$ cat src/rtl/ps2_pkg.sv
// Shared types and constants for the PS/2 host-to-device command path.
// Also used by the keyboard receiver side of the bus.
package ps2_pkg;

  typedef enum logic [2:0] {
    IDLE,
    INHIBIT,
    RTS,
    WAIT_FIRST,
    SHIFT,
    WAIT_IDLE
  } ps2_state_e;

  // 50 MHz timing: 120 us inhibit, 15 ms to first device clock, 2 ms per frame.
  localparam int DEF_INHIBIT_CYCLES = 6000;
  localparam int DEF_START_TIMEOUT  = 750000;
  localparam int DEF_FRAME_TIMEOUT  = 100000;
  localparam int DEF_FILTER_LEN     = 8;

  localparam logic [3:0] PARITY_IDX = 4'd8;
  localparam logic [3:0] STOP_IDX   = 4'd9;
  localparam logic [3:0] ACK_IDX    = 4'd10;

  function automatic logic odd_parity(input logic [7:0] d);
    return ~^d;
  endfunction

endpackage

$ cat src/rtl/ps2_host_tx_if.sv
// Command handshake between the user logic (master) and ps2_host_tx (slave).
interface ps2_host_tx_if;
  import ps2_pkg::*;

  // tx_start is a one-cycle request honoured only while the FSM is IDLE, and
  // tx_data is captured on that cycle. Every accepted request ends with exactly
  // one tx_done pulse; tx_nack/tx_timeout are valid with it and hold until the
  // next accept. tx_busy covers the cycle after accept through the tx_done cycle.
  logic [7:0]  tx_data;
  logic        tx_start;
  logic        tx_busy;
  logic        tx_done;
  logic        tx_nack;
  logic        tx_timeout;
  ps2_state_e  dbg_state;

  modport master (
    output tx_data, tx_start,
    input  tx_busy, tx_done, tx_nack, tx_timeout, dbg_state
  );

  modport slave (
    input  tx_data, tx_start,
    output tx_busy, tx_done, tx_nack, tx_timeout, dbg_state
  );

endinterface

$ cat src/rtl/ps2_line_filter.sv
// Synchronizer plus FILTER_LEN-sample glitch filter for one PS/2 line, with a
// one-cycle pulse on every filtered 1->0 transition.
module ps2_line_filter #(
  parameter int FILTER_LEN = 8
) (
  input  logic clk,
  input  logic rst,
  input  logic pin,
  output logic level,
  output logic fall
);

  localparam int RW = (FILTER_LEN > 1) ? $clog2(FILTER_LEN) : 1;
  localparam logic [RW-1:0] RUN_LAST = RW'(FILTER_LEN - 1);

  logic          sync1;
  logic          sync2;
  logic [RW-1:0] run_cnt;

  // Bus idles high, so every stage resets to 1 to avoid a false edge.
  always_ff @(posedge clk or posedge rst) begin
    if (rst) begin
      sync1   <= 1'b1;
      sync2   <= 1'b1;
      level   <= 1'b1;
      run_cnt <= '0;
      fall    <= 1'b0;
    end else begin
      sync1 <= pin;
      sync2 <= sync1;
      fall  <= 1'b0;
      if (sync2 == level) begin
        run_cnt <= '0;
      end else if (run_cnt == RUN_LAST) begin
        level   <= sync2;
        run_cnt <= '0;
        fall    <= ~sync2;
      end else begin
        run_cnt <= run_cnt + 1'b1;
      end
    end
  end

endmodule

$ cat src/rtl/ps2_host_tx.sv
// Host-to-device PS/2 command transmitter: inhibit, request-to-send, 8 data
// bits + odd parity + stop on device clocks, then ack check. Open-drain outputs.
module ps2_host_tx
  import ps2_pkg::*;
#(
  parameter int INHIBIT_CYCLES = DEF_INHIBIT_CYCLES,
  parameter int START_TIMEOUT  = DEF_START_TIMEOUT,
  parameter int FRAME_TIMEOUT  = DEF_FRAME_TIMEOUT,
  parameter int FILTER_LEN     = DEF_FILTER_LEN
) (
  input  logic           CLOCK_50,
  input  logic           reset,
  ps2_host_tx_if.slave   tx,
  input  logic           ps2_clk_in,
  input  logic           ps2_dat_in,
  output logic           ps2_clk_oe,
  output logic           ps2_dat_oe
);

  localparam int MAX_AB  = (INHIBIT_CYCLES > START_TIMEOUT) ? INHIBIT_CYCLES : START_TIMEOUT;
  localparam int CNT_MAX = (MAX_AB > FRAME_TIMEOUT) ? MAX_AB : FRAME_TIMEOUT;
  localparam int CW      = $clog2(CNT_MAX);
  localparam logic [CW-1:0] INH_LAST   = CW'(INHIBIT_CYCLES - 1);
  localparam logic [CW-1:0] START_LAST = CW'(START_TIMEOUT - 1);
  localparam logic [CW-1:0] FRAME_LAST = CW'(FRAME_TIMEOUT - 1);

  logic clk_level, clk_fall, dat_level, dat_fall_unused;

  ps2_line_filter #(.FILTER_LEN(FILTER_LEN)) u_clk_filter (
    .clk(CLOCK_50), .rst(reset), .pin(ps2_clk_in), .level(clk_level), .fall(clk_fall)
  );

  ps2_line_filter #(.FILTER_LEN(FILTER_LEN)) u_dat_filter (
    .clk(CLOCK_50), .rst(reset), .pin(ps2_dat_in), .level(dat_level), .fall(dat_fall_unused)
  );

  ps2_state_e    state, state_d;
  logic [CW-1:0] cnt, cnt_d;
  logic [3:0]    bit_idx, bit_idx_d;
  logic [7:0]    data, data_d;
  logic          parity, parity_d;
  logic          clk_oe_d, dat_oe_d;
  logic          busy, busy_d;
  logic          done, done_d;
  logic          nack, nack_d;
  logic          timeout, timeout_d;
  logic          abort;

  always_ff @(posedge CLOCK_50 or posedge reset) begin
    if (reset) begin
      state      <= IDLE;
      cnt        <= '0;
      bit_idx    <= '0;
      data       <= '0;
      parity     <= 1'b0;
      ps2_clk_oe <= 1'b0;
      ps2_dat_oe <= 1'b0;
      busy       <= 1'b0;
      done       <= 1'b0;
      nack       <= 1'b0;
      timeout    <= 1'b0;
    end else begin
      state      <= state_d;
      cnt        <= cnt_d;
      bit_idx    <= bit_idx_d;
      data       <= data_d;
      parity     <= parity_d;
      ps2_clk_oe <= clk_oe_d;
      ps2_dat_oe <= dat_oe_d;
      busy       <= busy_d;
      done       <= done_d;
      nack       <= nack_d;
      timeout    <= timeout_d;
    end
  end

  always_comb begin
    state_d   = state;
    cnt_d     = cnt;
    bit_idx_d = bit_idx;
    data_d    = data;
    parity_d  = parity;
    clk_oe_d  = ps2_clk_oe;
    dat_oe_d  = ps2_dat_oe;
    busy_d    = busy;
    done_d    = 1'b0;
    nack_d    = nack;
    timeout_d = timeout;
    abort     = 1'b0;

    case (state)
      IDLE: begin
        busy_d   = 1'b0;
        clk_oe_d = 1'b0;
        dat_oe_d = 1'b0;
        if (tx.tx_start) begin
          data_d    = tx.tx_data;
          parity_d  = odd_parity(tx.tx_data);
          nack_d    = 1'b0;
          timeout_d = 1'b0;
          clk_oe_d  = 1'b1;
          busy_d    = 1'b1;
          cnt_d     = '0;
          bit_idx_d = '0;
          state_d   = INHIBIT;
        end
      end
      INHIBIT: begin
        if (cnt == INH_LAST) begin
          dat_oe_d = 1'b1;
          cnt_d    = '0;
          state_d  = RTS;
        end else begin
          cnt_d = cnt + 1'b1;
        end
      end
      RTS: begin
        clk_oe_d = 1'b0;
        cnt_d    = '0;
        state_d  = WAIT_FIRST;
      end
      WAIT_FIRST: begin
        // The first device fall is bit slot 0; it also starts the frame timer.
        if (cnt == START_LAST) begin
          abort = 1'b1;
        end else if (clk_fall) begin
          dat_oe_d  = ~data[0];
          bit_idx_d = 4'd1;
          cnt_d     = '0;
          state_d   = SHIFT;
        end else begin
          cnt_d = cnt + 1'b1;
        end
      end
      SHIFT: begin
        cnt_d = cnt + 1'b1;
        if (cnt == FRAME_LAST) begin
          abort = 1'b1;
        end else if (clk_fall) begin
          bit_idx_d = bit_idx + 1'b1;
          if (bit_idx < PARITY_IDX) begin
            dat_oe_d = ~data[bit_idx[2:0]];
          end else if (bit_idx == PARITY_IDX) begin
            dat_oe_d = ~parity;
          end else if (bit_idx == STOP_IDX) begin
            dat_oe_d = 1'b0;
          end else begin
            // Ack edge (ACK_IDX): device should be holding data low.
            nack_d  = dat_level;
            state_d = WAIT_IDLE;
          end
        end
      end
      WAIT_IDLE: begin
        cnt_d = cnt + 1'b1;
        if (cnt == FRAME_LAST) begin
          abort = 1'b1;
        end else if (clk_level && dat_level) begin
          done_d  = 1'b1;
          cnt_d   = '0;
          state_d = IDLE;
        end
      end
      default: state_d = IDLE;
    endcase

    if (abort) begin
      clk_oe_d  = 1'b0;
      dat_oe_d  = 1'b0;
      timeout_d = 1'b1;
      done_d    = 1'b1;
      cnt_d     = '0;
      state_d   = IDLE;
    end
  end

  assign tx.tx_busy    = busy;
  assign tx.tx_done    = done;
  assign tx.tx_nack    = nack;
  assign tx.tx_timeout = timeout;
  assign tx.dbg_state  = state;

endmodule
$ cat src/flat_wrapper.sv
// flat-port wrapper written by rule: the top's interface ports become plain ports
module ps2_host_tx_flat import ps2_pkg::*;
#(
  parameter int INHIBIT_CYCLES = DEF_INHIBIT_CYCLES,
  parameter int START_TIMEOUT  = DEF_START_TIMEOUT,
  parameter int FRAME_TIMEOUT  = DEF_FRAME_TIMEOUT,
  parameter int FILTER_LEN     = DEF_FILTER_LEN
)
  (CLOCK_50, reset, ps2_clk_in, ps2_dat_in, ps2_clk_oe, ps2_dat_oe, tx_tx_data, tx_tx_start, tx_tx_busy, tx_tx_done, tx_tx_nack, tx_tx_timeout, tx_dbg_state);
  ps2_host_tx_if tx_i ();
  input  logic CLOCK_50;
  input  logic reset;
  input  logic ps2_clk_in;
  input  logic ps2_dat_in;
  output logic ps2_clk_oe;
  output logic ps2_dat_oe;
  input wire logic [$bits(tx_i.tx_data)-1:0] tx_tx_data;
  input wire logic [$bits(tx_i.tx_start)-1:0] tx_tx_start;
  output wire logic [$bits(tx_i.tx_busy)-1:0] tx_tx_busy;
  output wire logic [$bits(tx_i.tx_done)-1:0] tx_tx_done;
  output wire logic [$bits(tx_i.tx_nack)-1:0] tx_tx_nack;
  output wire logic [$bits(tx_i.tx_timeout)-1:0] tx_tx_timeout;
  output wire logic [$bits(tx_i.dbg_state)-1:0] tx_dbg_state;
  assign tx_i.tx_data = tx_tx_data;
  assign tx_i.tx_start = tx_tx_start;
  assign tx_tx_busy = tx_i.tx_busy;
  assign tx_tx_done = tx_i.tx_done;
  assign tx_tx_nack = tx_i.tx_nack;
  assign tx_tx_timeout = tx_i.tx_timeout;
  assign tx_dbg_state = tx_i.dbg_state;
  ps2_host_tx #(.INHIBIT_CYCLES(INHIBIT_CYCLES), .START_TIMEOUT(START_TIMEOUT), .FRAME_TIMEOUT(FRAME_TIMEOUT), .FILTER_LEN(FILTER_LEN)) u_core (.CLOCK_50(CLOCK_50), .reset(reset), .tx(tx_i), .ps2_clk_in(ps2_clk_in), .ps2_dat_in(ps2_dat_in), .ps2_clk_oe(ps2_clk_oe), .ps2_dat_oe(ps2_dat_oe));
endmodule
$ cat config.mk
export PLATFORM = sky130hd
export DESIGN_NAME = ps2_host_tx_flat
export DESIGN_NICKNAME = d
export VERILOG_FILES = /design/src/rtl/ps2_pkg.sv /design/src/rtl/ps2_host_tx_if.sv /design/src/rtl/ps2_line_filter.sv /design/src/rtl/ps2_host_tx.sv /design/src/flat_wrapper.sv
export SDC_FILE = /design/constraint.sdc
export NUM_CORES = 1
export LEC_CHECK = 0
export ABC_AREA = 1
export CAP_MARGIN = 30
export CORE_ASPECT_RATIO = 1.2
export CORE_MARGIN = 2
export CORE_UTILIZATION = 30
export CTS_CLUSTER_DIAMETER = 80
export DETAILED_ROUTE_END_ITERATION = 12
export PLACE_DENSITY = 0.52
export SYNTH_ARGS = -nofsm -noshare
export SYNTH_HDL_FRONTEND = slang
export SYNTH_HIERARCHICAL = 1
export SYNTH_SLANG_ARGS = --single-unit
export TNS_END_PERCENT = 50
$ cat constraint.sdc
create_clock -name CLOCK_50 -period 2.1 [get_ports CLOCK_50]
set_input_delay 0.42 -clock CLOCK_50 [delete_from_list [all_inputs] [get_ports CLOCK_50]]
set_output_delay 0.42 -clock CLOCK_50 [all_outputs]
set_load 0.05 [all_outputs]
After elaboration in Yosys (flattened, before gate mapping)
Cells that the tools add are included.
{"block": "word_totals", "regBits": 55, "in_bits": 13, "out_inout_bits": 9, "wordCells": 150}
{"block": "classes", "n_addsub": 4, "magnitude_cmp": 2, "n_eq_ne": 34, "muxes": 64, "n_bitwise": 6, "reduce_logical": 20}
{"op": "$mux 20", "count": 7}
{"op": "$pmux 20 s6", "count": 1}
{"op": "$mux 3", "count": 16}
{"op": "$mux 1", "count": 28}
{"op": "$ne 3x2->1 const B", "count": 9}
{"op": "$add 20x1->20 const B", "count": 1}
{"op": "$eq 20x13->1 const B", "count": 1}
{"op": "$eq 20x17->1 const B", "count": 1}
{"op": "$eq 20x20->1 const B", "count": 1}
{"op": "$mux 4", "count": 5}
{"op": "$pmux 3 s6", "count": 1}
{"op": "$ne 2x2->1 const B", "count": 8}
{"op": "$reduce_and 7->1", "count": 2}
{"op": "$eq 3x3->1 const B", "count": 4}
{"op": "$pmux 4 s3", "count": 1}
{"op": "$reduce_and 11->1", "count": 1}
{"op": "$eq 4x4->1 const B", "count": 2}
{"op": "$reduce_and 2->1", "count": 4}
{"op": "$reduce_xnor 8->1", "count": 1}
{"op": "$reduce_bool 7->1", "count": 1}
{"op": "$add 3x1->3 const B", "count": 2}
{"op": "$eq 3x2->1 const B", "count": 2}
{"op": "$ne 3x1->1 const B", "count": 2}
{"op": "$not 1->1", "count": 6}
{"op": "17 further kinds", "count": 23}

Longest topological paths before layout
{"block": "logic_depth", "ltp_word": 8, "mapped_depth": 12, "ltp_nobuf": 12}

Modules after synthesis
The synthesis kept the hierarchy.
{"mod": "ps2_host_tx", "n_inst": 1, "cells_each": 398, "area_each_um2": 2847.7, "seq_area_each_um2": 1051.0}
{"mod": "ps2_line_filter", "n_inst": 2, "cells_each": 25, "area_each_um2": 267.8, "seq_area_each_um2": 178.9}

Worst setup path after synthesis
No wires, ideal clock.
{"block": "synth_timing", "path_type": "register -> register", "from": "register u_core.state[1] (netlist: u_core/tx.dbg_state[1])", "to": "register u_core.cnt[16]", "setup_ns": 0.127, "arrival_ns": 1.744, "required_ns": 1.973, "slack_ns": 0.229, "stages_incl_launch_ff": 11, "path_buffers": 1, "synth_period_minus_slack_ns": 1.871, "cell_sequence": "dfrtp_1 -> inv_1 -> nand2_4 -> nor2_4 -> inv_2 -> o21ai_2 -> a21oi_1 -> nand2_2 -> nand2_4 -> buf_8 -> a21oi_2"}
{"block": "synth_via", "elab_chain_cells": 5, "word_cells_on_any_way": 14, "classes_between": "eq/ne (7); mux (3); reduce/logical (4)"}
{"element": "start, declared", "line": "ps2_host_tx.sv:37", "source": "ps2_state_e state, state_d;"}
{"element": "start signal, assigned", "line": "ps2_host_tx.sv:63", "source": "state <= state_d;"}
{"element": "$eq 3x3->1", "line": "ps2_host_tx.sv:91", "source": "case (state)"}
{"element": "$reduce_or 2->1 (no source line)"}
{"element": "$pmux 1 s2", "line": "ps2_host_tx.sv:91"}
{"element": "$reduce_bool 7->1 (no source line) or $ne 3x2->1 (tied branches)"}
{"element": "$reduce_and 3->1 (no source line)"}
{"element": "end signal, assigned", "line": "ps2_host_tx.sv:64", "source": "cnt <= cnt_d;"}
{"element": "end, declared", "line": "ps2_host_tx.sv:38", "source": "logic [CW-1:0] cnt, cnt_d;"}
Several ways; a longest one is shown, not always the timed one.
A chain may end at the register's enable or synchronous reset.

Worst setup path in the final report
{"block": "layout_timing", "from": "register u_core.state[1] (netlist: u_core/tx.dbg_state[1])", "to": "output tx_dbg_state[1]"}
{"element": "end, declared", "line": "flat_wrapper.sv:23", "source": "output wire logic [$bits(tx_i.dbg_state)-1:0] tx_dbg_state;"}
No word-level cell between the ends.

==> flow_summary.ini <==
[placement]
placed_cells = 601
numPortBuffers = 21
place_congestion = 0.8965
post-dp-hpwl_mm = 5.905
place_area_sq_um = 3742

[sta]
finalMaxSlewViolations = 0
setup_viol = 0
fmax_mhz = 490.8
period_minus_slack_ns = 2.037
fin_skew_ns = 0.006372
hold_viol_final = 0
slew_headroom = 0.6694
rsz0062_at_grt = false
tns_ns = 0
worstMarginPinSlew_ns = 0.4944
finalCritPeriodShare = 0.9702

[critical_path]
cpLargestDelayFamily = buffers and inverters
slowest_delay_ns = 0.85
crit_type = register to primary output
critPathSlowestCell = clkdlybuf4s50_1
worstPathArrival_ns = 1.62
reg2reg_to = u_core/tx.dbg_state[2]
start_kind = register
rrSetupSlack_ns = 0.28
r2r-start = u_core/bit_idx[0]
path_cells = clkdlybuf4s50_1
worstRegToRegCells = 8
crit_path_max_fanout = 6
path_buf_inv = 1
required_ns = 1.68
cp-end-kind = primary output

[die]
die_h_um = 119.8
start_util = 0.3051
core_area_sq_um = 10980
rows = 42
io_pins = 22
die-area_sq_um = 12030
die_width_um = 100.5

[drt]
drt-initial-drc-count = 107
antenna_left = 0
route.detailed.drc = 0
wirelength_mm = 7.607
vias = 2911
wl_per_cell_um = 12.49
viasPerCell = 4.780
drtPass1Iterations = 6

[final_layout]
finalNonFillerCells = 609
final_area_sq_um = 3916
diodes = 0
areaGrowthSynthToFinish_pct = 16.88
nets = 497
final_common_cell = nand2_1
drive_gt1_frac = 0.1342
layout_common_cells = nand2_1, inv_1, dfrtp_1

[cts]
cts.htree.levels = 2
cts_buffers = 5
cts_resized = 0
cts-root-buf = clkbuf_16
path_clk_slew_ns = 0.07
clkSinkCount = 55
worstSkewPairLatency_ns = 0.30
cts.path.max_buffers = 2
post-cts-setup-buffers = 0
cts_tree = yes
cts.hold.buffers_added = 0

[power_and_ir_drop]
power.switching_mw = 1.844
ir_drop_mv = 0.4311
power_density_nw_per_um2 = 1117
p_total_mw = 4.373
p_sw_frac = 0.4217
power.leakage_nw = 1.814
power_frac_comb = 0.431
p_int_mw = 2.529
seq_power_share = 0.346
p_clk_frac = 0.223

[global_routing]
grt_overflow = 0
grt_first_pass_wirelength_mm = 13.60
grt_start_max_net_pins = 24
grt_antenna_before_repair = 0
grt_usage = 0.1398
first_global_vias = 3016

[worst_hold_path]
min_from = u_core/u_dat_filter/sync1
min_path_type = register to register
hold_end = u_core/u_dat_filter/sync2
holdPathStages = 0

[run]
maxCapViolCount = 0

[logic_synthesis]
ys_warn_count = 6
syn_area_sq_um = 3351
synthCells = 445
syn_area_per_cell_sq_um = 7.530
syn-num-nets = 466

[run_status]
outcome = finished, final reports clean
routing by layer:
| layer | global-route usage | vias to the layer above | share of wire |
|---|---|---|---|
| met2 | 0.2466 | 57 | 0.50 |
| met3 | 0.02737 | 22 | 0.029 |
| li1 | - | 1484 | - |
| met5 | 0 | - | 0 |
| met1 | 0.1635 | 1348 | 0.44 |
| met4 | 0.05822 | 0 | 0.030 |
through the flow:
stage | util | hold WS (ns) | setup WS (ns)
after global placement | 0.3407 | 0.3456 | 0.1995
after global routing | 0.3566 | 0.3589 | 0.001216
after floorplan | - | 0.2088 | 0.2291
after detailed placement | 0.3407 | 0.3472 | 0.1365
final | 0.3566 | 0.3558 | 0.06263
after CTS | 0.3566 | 0.3575 | 0.04670
power by group through the flow:
stage	clock network (mW)	registers (mW)	logic, mW
global route	1.05	1.55	2.14
floorplan	0	1.70	1.28
CTS	1.00	1.52	1.91
global placement	0	1.53	1.88
detailed placement	0	1.54	1.89
finish	0.974	1.52	1.88
sequential cells by signal (all words and copies together) (netlist names), 3 cells and up:
| signal | count |
|---|---|
| u_core/bit_idx | 4 |
| u_core/cnt | 20 |
| u_core/data | 8 |
| u_core/tx.dbg_state | 3 |
| u_core/u_clk_filter/run_cnt | 3 |
| u_core/u_dat_filter/run_cnt | 3 |
how the worst max path moves through the flow:
| stage | startpoint | to | slack (ns) | cells past startpoint |
|---|---|---|---|---|
| 4_1_cts | u_core/tx.dbg_state[1] | tx_dbg_state[1] | 0.05 | 1 |
| 3_3_place_gp | tx_tx_start | u_core/cnt[11] | 0.20 | 10 |
| 5_1_grt | u_core/tx.dbg_state[1] | tx_dbg_state[1] | 0.001 | 1 |
| 6_report | u_core/tx.dbg_state[1] | tx_dbg_state[1] | 0.06 | 1 |
| 3_5_place_dp | tx_tx_start | u_core/cnt[10] | 0.14 | 9 |
| 2_1_floorplan | u_core/tx.dbg_state[1] | u_core/cnt[16] | 0.23 | 10 |
final cells by class:
| type | count | area, sq um |
|---|---|---|
| multi-input cells | 322 | 1685 |
| fillers | 1137 | 7067 |
| well taps | 132 | 165.2 |
| flip-flops and latches | 55 | 1384 |
| clock inverters | 2 | 35.03 |
| inverters | 62 | 235.2 |
| clock buffers | 6 | 138.9 |
| repair buffers | 30 | 272.8 |
No activity file was read; power rests on OpenSTA's default activity.
